`src/rtl/rob_multi_retire.sv`:
```
// Parametrised reorder buffer: one in-order allocation per cycle, NUM_WB out-of-order completions,
// up to RETIRE_WIDTH in-order retirements, flush on mispredict/exception. Option: `define ROB_WB_BYPASS_EN.
module rob_multi_retire #(
    parameter int ENTRIES      = 16,
    parameter int RETIRE_WIDTH = 2,
    parameter int NUM_WB       = 4,
    localparam int IDXW        = $clog2(ENTRIES)
) (
    input  logic                       clk,
    input  logic                       rst_n,
    input  logic                       alloc_valid,
    input  logic [4:0]                 alloc_dest_reg,
    input  logic                       alloc_wb_en,
    input  logic [31:0]                alloc_pc,
    output logic                       alloc_ready,
    output logic [IDXW-1:0]            alloc_idx,
    input  logic [NUM_WB-1:0]          wb_valid,
    input  logic [NUM_WB*IDXW-1:0]     wb_idx,
    input  logic [NUM_WB*32-1:0]       wb_result,
    input  logic [NUM_WB-1:0]          wb_mispred,
    input  logic [NUM_WB-1:0]          wb_exception,
    output logic [RETIRE_WIDTH-1:0]    ret_valid,
    output logic [RETIRE_WIDTH*5-1:0]  ret_dest_reg,
    output logic [RETIRE_WIDTH-1:0]    ret_wb_en,
    output logic [RETIRE_WIDTH*32-1:0] ret_result,
    output logic [RETIRE_WIDTH*32-1:0] ret_pc,
    output logic                       flush_valid,
    output logic [31:0]                flush_pc,
    output logic [IDXW:0]              count
);

    typedef struct packed {
        logic [4:0]  dest_reg;
        logic        wb_en;
        logic [31:0] pc;
        logic        mispred;
        logic        exception;
    } rob_entry_t;

    localparam logic [IDXW:0] ONE = {{IDXW{1'b0}}, 1'b1};

    logic [IDXW:0]           r_head, r_tail;
    logic [ENTRIES-1:0]      r_vld, r_rdy;
    rob_entry_t              r_ent [ENTRIES];
    logic [31:0]             r_res [ENTRIES];

    logic [ENTRIES-1:0]      w_hit, w_hmp, w_hex;
    logic [31:0]             w_hres [ENTRIES];
    logic [ENTRIES-1:0]      w_rdy, w_mp, w_ex;
    logic [31:0]             w_res [ENTRIES];
    logic [IDXW-1:0]         w_sidx [RETIRE_WIDTH];
    logic [RETIRE_WIDTH-1:0] w_ret_valid;
    logic [IDXW:0]           w_nret;
    logic                    w_flush;
    logic [31:0]             w_flush_pc;
    logic                    w_go;
    logic                    w_full;
    logic                    w_alloc;

    assign w_full      = (r_head[IDXW-1:0] == r_tail[IDXW-1:0]) && (r_head[IDXW] != r_tail[IDXW]);
    assign alloc_ready = !w_full && !w_flush;
    assign w_alloc     = alloc_valid && alloc_ready;
    assign alloc_idx   = r_tail[IDXW-1:0];
    assign count       = r_tail - r_head;
    assign ret_valid   = w_ret_valid;
    assign flush_valid = w_flush;
    assign flush_pc    = w_flush_pc;

    // Per-entry writeback decode; ports scanned high to low so the lowest port lands last and wins.
    always_comb begin
        w_hit = '0;
        w_hmp = '0;
        w_hex = '0;
        for (int e = 0; e < ENTRIES; e++) begin
            w_hres[e] = '0;
            for (int p = NUM_WB - 1; p >= 0; p--) begin
                if (wb_valid[p] && (wb_idx[p*IDXW +: IDXW] == IDXW'(e))) begin
                    w_hit[e]  = r_vld[e];
                    w_hres[e] = wb_result[p*32 +: 32];
                    w_hmp[e]  = wb_mispred[p];
                    w_hex[e]  = wb_exception[p];
                end
            end
        end
    end

    // Completion view seen by retire: registered state, optionally overlaid with this cycle's writebacks.
    always_comb begin
        w_rdy = '0;
        w_mp  = '0;
        w_ex  = '0;
        for (int e = 0; e < ENTRIES; e++) begin
            w_rdy[e] = r_rdy[e];
            w_mp[e]  = r_ent[e].mispred;
            w_ex[e]  = r_ent[e].exception;
            w_res[e] = r_res[e];
`ifdef ROB_WB_BYPASS_EN
            if (w_hit[e]) begin
                w_rdy[e] = 1'b1;
                w_mp[e]  = w_hmp[e];
                w_ex[e]  = w_hex[e];
                w_res[e] = w_hres[e];
            end
`endif
        end
    end

    always_comb begin
        for (int k = 0; k < RETIRE_WIDTH; k++) begin
            w_sidx[k] = r_head[IDXW-1:0] + IDXW'(k);
        end
    end

    // Single in-order pass; the first not-ready, faulting or mispredicted entry closes the group.
    always_comb begin
        w_ret_valid = '0;
        w_nret      = '0;
        w_flush     = 1'b0;
        w_flush_pc  = '0;
        w_go        = 1'b1;
        for (int k = 0; k < RETIRE_WIDTH; k++) begin
            if (w_go) begin
                if (r_vld[w_sidx[k]] && w_rdy[w_sidx[k]]) begin
                    if (w_ex[w_sidx[k]]) begin
                        w_go = 1'b0;
                        if (k == 0) begin
                            w_flush    = 1'b1;
                            w_flush_pc = r_ent[w_sidx[k]].pc;
                        end
                    end else begin
                        w_ret_valid[k] = 1'b1;
                        w_nret         = w_nret + ONE;
                        if (w_mp[w_sidx[k]]) begin
                            w_go       = 1'b0;
                            w_flush    = 1'b1;
                            w_flush_pc = r_ent[w_sidx[k]].pc;
                        end
                    end
                end else begin
                    w_go = 1'b0;
                end
            end
        end
    end

    always_comb begin
        ret_dest_reg = '0;
        ret_wb_en    = '0;
        ret_result   = '0;
        ret_pc       = '0;
        for (int k = 0; k < RETIRE_WIDTH; k++) begin
            ret_dest_reg[k*5 +: 5] = r_ent[w_sidx[k]].dest_reg;
            ret_wb_en[k]           = r_ent[w_sidx[k]].wb_en;
            ret_result[k*32 +: 32] = w_res[w_sidx[k]];
            ret_pc[k*32 +: 32]     = r_ent[w_sidx[k]].pc;
        end
    end

    always_ff @(posedge clk or negedge rst_n) begin
        if (!rst_n) begin
            r_head <= '0;
            r_tail <= '0;
            r_vld  <= '0;
            r_rdy  <= '0;
        end else if (w_flush) begin
            r_head <= '0;
            r_tail <= '0;
            r_vld  <= '0;
            r_rdy  <= '0;
        end else begin
            r_rdy <= r_rdy | w_hit;
            for (int k = 0; k < RETIRE_WIDTH; k++) begin
                if (w_ret_valid[k]) begin
                    r_vld[w_sidx[k]] <= 1'b0;
                end
            end
            if (w_alloc) begin
                r_vld[r_tail[IDXW-1:0]] <= 1'b1;
                r_rdy[r_tail[IDXW-1:0]] <= 1'b0;
                r_tail                  <= r_tail + ONE;
            end
            r_head <= r_head + w_nret;
        end
    end

    // Payload storage carries no reset; it is only observed through valid/ready.
    for (genvar e = 0; e < ENTRIES; e++) begin : g_ent
        always_ff @(posedge clk) begin
            if (w_alloc && (r_tail[IDXW-1:0] == IDXW'(e))) begin
                r_ent[e] <= '{dest_reg: alloc_dest_reg, wb_en: alloc_wb_en, pc: alloc_pc,
                              mispred: 1'b0, exception: 1'b0};
            end else if (w_hit[e] && !w_flush) begin
                r_ent[e].mispred   <= w_hmp[e];
                r_ent[e].exception <= w_hex[e];
                r_res[e]           <= w_hres[e];
            end
        end
    end

endmodule

```
`config.mk`:
```
export PLATFORM = sky130hd
export DESIGN_NAME = rob_multi_retire
export DESIGN_NICKNAME = d
export VERILOG_FILES = /design/src/rtl/rob_multi_retire.sv
export SDC_FILE = /design/constraint.sdc
export NUM_CORES = 2
export LEC_CHECK = 0
export ABC_CLOCK_PERIOD_IN_PS = 10050
export BUFFER_PORTS_ARGS = -buffer_cell sky130_fd_sc_hd__buf_2
export CAP_MARGIN = 20
export CORE_MARGIN = 10
export CORE_UTILIZATION = 50
export CTS_CLUSTER_SIZE = 40
export DETAILED_ROUTE_END_ITERATION = 16
export PLACE_DENSITY_LB_ADDON = 0.05
export SLEW_MARGIN = 5
export SYNTH_ARGS = -nofsm -noshare
export SYNTH_HDL_FRONTEND = slang
export SYNTH_SLANG_ARGS = --single-unit
```
`constraint.sdc`:
```
create_clock -name clk -period 10.05 [get_ports clk]
set_input_delay 2.01 -clock clk [delete_from_list [all_inputs] [get_ports clk]]
set_output_delay 2.01 -clock clk [all_outputs]
set_load 0.005 [all_outputs]
```
==> qor.csv <==
metric;value;unit
FILL cells;11300;
Top Family by Delay on Critical Path;compound AO/OA/AOI/OAI gates;
routed wire length on met3;38400;µm
area of the placeable core;140000;µm²
critical path arrival;6420;ps
worst relative slew slack;16.1;%
Num Clock Sinks;1194;
Design Power;19.0;mW
beginning of the worst hold path;r_tail[4];
Max Root-Sink Buffers;3;
Mean Syn Cell Area;13.5;µm²
slew of the pin with the lowest slew margin;1260;ps
Hold Path Class;reg2reg;
nature of the critical path startpoint;flop;
ratio of routed vias to standard cells;7.56;
Critical Path End Type;primary output;
overall fraction of global-route tracks in use;34.7;%
cell count after synthesis;5235;
Worst Setup Path Type;reg2out;
cell type with the highest aggregate area in the netlist;edfxtp_1;
initial DRC count;9446;
list of cells traversed by the critical path;inv_1 -> ha_4 -> buf_4 -> nand3_1 -> o211ai_1 -> o21ai_0 -> o31ai_1 -> o2111ai_2 -> or2_2 -> o21ai_0 -> buf_2;
Top FF cell, synth;edfxtp_1;
synth unique cells;57;
Async S/R FF share, synth;3.52;%
status;finished clean;
fin. max-slew vios;0;
clock slew at the register clock pins of the worst setup and hold paths;60;ps
ratio of final minimum period to clock period;83.9;%
launch instance of the worst register-to-register path;r_head[1];
number of global-route vias before repair;52400;
wire length of the first global-routing pass;394000;µm
pin count of the biggest net entering global routing;137;
number of warnings issued by yosys;0;
WL final;281000;µm
Pwr Density;242;nW/µm²
routed metal-1 wirelength;98800;µm
insertion delay to the later sink of the worst-skew pair;800;ps
launch point of the worst path;r_head[1];
cell chosen for the clock root;clkbuf_16;
met2 routed wirelength;125000;µm
sequential cell area fraction in the yosys report;50.5;%
setup repair after global routing missed its margin;no;
flip-flop and latch count after synthesis;1194;
critical path buffer and inverter count;3;
worst setup slack for register-to-register paths;2730;ps
sum of negative setup slack;0;ps
# DRC;0;
post-route cell area;78600;µm²
top achievable clock speed;119;MHz
total clock buffers created by CTS;137;
most instantiated library cell after synthesis;edfxtp_1;
die height;396;µm
Detail Route Antenna Nets;0;
fraction of final layout cells with drive strength greater than 1;30.9;%
worst clock skew on the final layout;23.4;ps
critical path fanouts, max;67;
num ports;382;
area overhead of the layout relative to synthesis;11.4;%
synthesized netlist net count;5449;
number of gates resized after cts;0;
final HPWL from detailed placement;154000;µm
cell with the largest stage delay on the worst path;dfrtp_4;
via count;54900;
EDFF count, synth;1152;
width of the die;396;µm
cell area after synthesis;70600;µm²
leading post-synthesis cells by instance count;1,152 x edfxtp_1, 724 x mux4_2, 537 x nor2_1;
Worst VDD drop;0.286;mV
uppermost metal layer occupied by signal nets;met5;
number of setup buffers added after CTS;0;
required time of the worst setup path;8040;ps
Fin. Hold Viols;0;
Total Nets Final;5455;
maximum level of the CTS H-tree;4;
die area;157000;µm²
final setup violating endpoints;0;
number of buffers added on ports;381;
average wire per standard cell;38.7;µm
max capacitance violation total;0;
proportion of netlist area held by the largest area contributor;49.0;%
CTS tree;built;
time the final worst path needs with I/O delays and setup;8430;ps
largest cells by area after synthesis;edfxtp_1 49%, mux4_2 23%, a21oi_1 3.0%;
Overflow after GRT;0;
Critical Path Max Stage Delay;1160;ps
number of antenna violations at the first check in global routing;56;
Leak Pwr;25.3;nW
fin util;56.2;%
number of detailed-route iterations in the first pass;13;
hold_buf cts;0;
most frequent cell on the critical path;o21ai_0;
placer congestion estimate;0.924;
starting density of the core;50.4;%
instance area after placement;74000;µm²
placement row count;137;
## cells in the final DEF (no fill, tap or decap), types with 42 or more instances in the layout
| master | netlist | layout |
|---|---|---|
| nand2_1 | 327 | 321 |
| buf_4 | 9 | 137 |
| buf_2 | 53 | 381 |
| a21oi_1 | 425 | 425 |
| mux2_2 | 99 | 99 |
| a221oi_1 | 149 | 149 |
| nor2_1 | 537 | 495 |
| a22oi_1 | 159 | 159 |
| inv_1 | 61 | 57 |
| clkbuf_16 | 0 | 142 |
| edfxtp_1 | 1152 | 1152 |
| o21ai_0 | 231 | 227 |
| mux2i_1 | 166 | 166 |
| a222oi_1 | 142 | 142 |
| nor2_4 | 0 | 42 |
| mux4_2 | 724 | 724 |
## path summary, 6_finish.rpt
check	to	depth (start not counted)
max in group asynchronous	r_head[3]	2
max reg2reg	r_res[1][0]	11
min	r_tail[4]	2
max	flush_pc[17]	11
min in group asynchronous	r_tail[2]	2
min reg2reg	r_tail[4]	2
## worst min-delay path: stages, from the launching register on
cell	delay, ps
dfrtp_1	380
xor2_1	70
nor2_1	70
## power breakdown
group,internal [mW],switching (mW)
clock,2.88,2.14
sequential,5.92,0.346
combinational,3.72,4.03
total,12.5,6.52
## cells by family after synthesis
| group | share of synthesized area (%) |
|---|---|
| buf+inv | 4.04 |
| simple gates | 6.38 |
| xor+xnor | 0.149 |
| mux | 27.0 |
| compound gates | 11.6 |
| flops | 50.5 |
| fa+ha+maj | 0.323 |
## routing by layer
layer | global-route usage [%] | vias up
met2 | 52.2 | 4746
li1 | - | 21400
met3 | 11.9 | 1129
met5 | 0.0923 | -
met4 | 19.1 | 46
met1 | 44.1 | 27600
## final cells by class
class | instances | area, µm² | area share, %
clock inverters | 69 | 714 | 0.909
flip-flops and latches | 1194 | 35700 | 45.4
well taps | 1876 | 2350 | 2.99
multi-input cells | 3317 | 32700 | 41.7
diodes | 34 | 85.1 | 0.108
clock buffers | 179 | 3710 | 4.72
inverters | 63 | 244 | 0.310
repair buffers | 528 | 3110 | 3.96
## registers in the layout (all words and copies together), names as in the netlist
| name | cells |
|---|---|
| r_vld | 16 |
| r_tail | 5 |
| r_head | 5 |
| r_res | 512 |
| r_rdy | 16 |
| r_ent | 640 |
## metrics by stage
step	setup WS [ps]	std cells	hold slack, ps
6_report	1620	7260	564
2_1_floorplan	2420	5235	520
3_3_place_gp	2530	6971	545
5_1_grt	1240	7236	598
4_1_cts	1530	7220	560
3_5_place_dp	2380	6972	554
(Power assumes the default switching activity.)
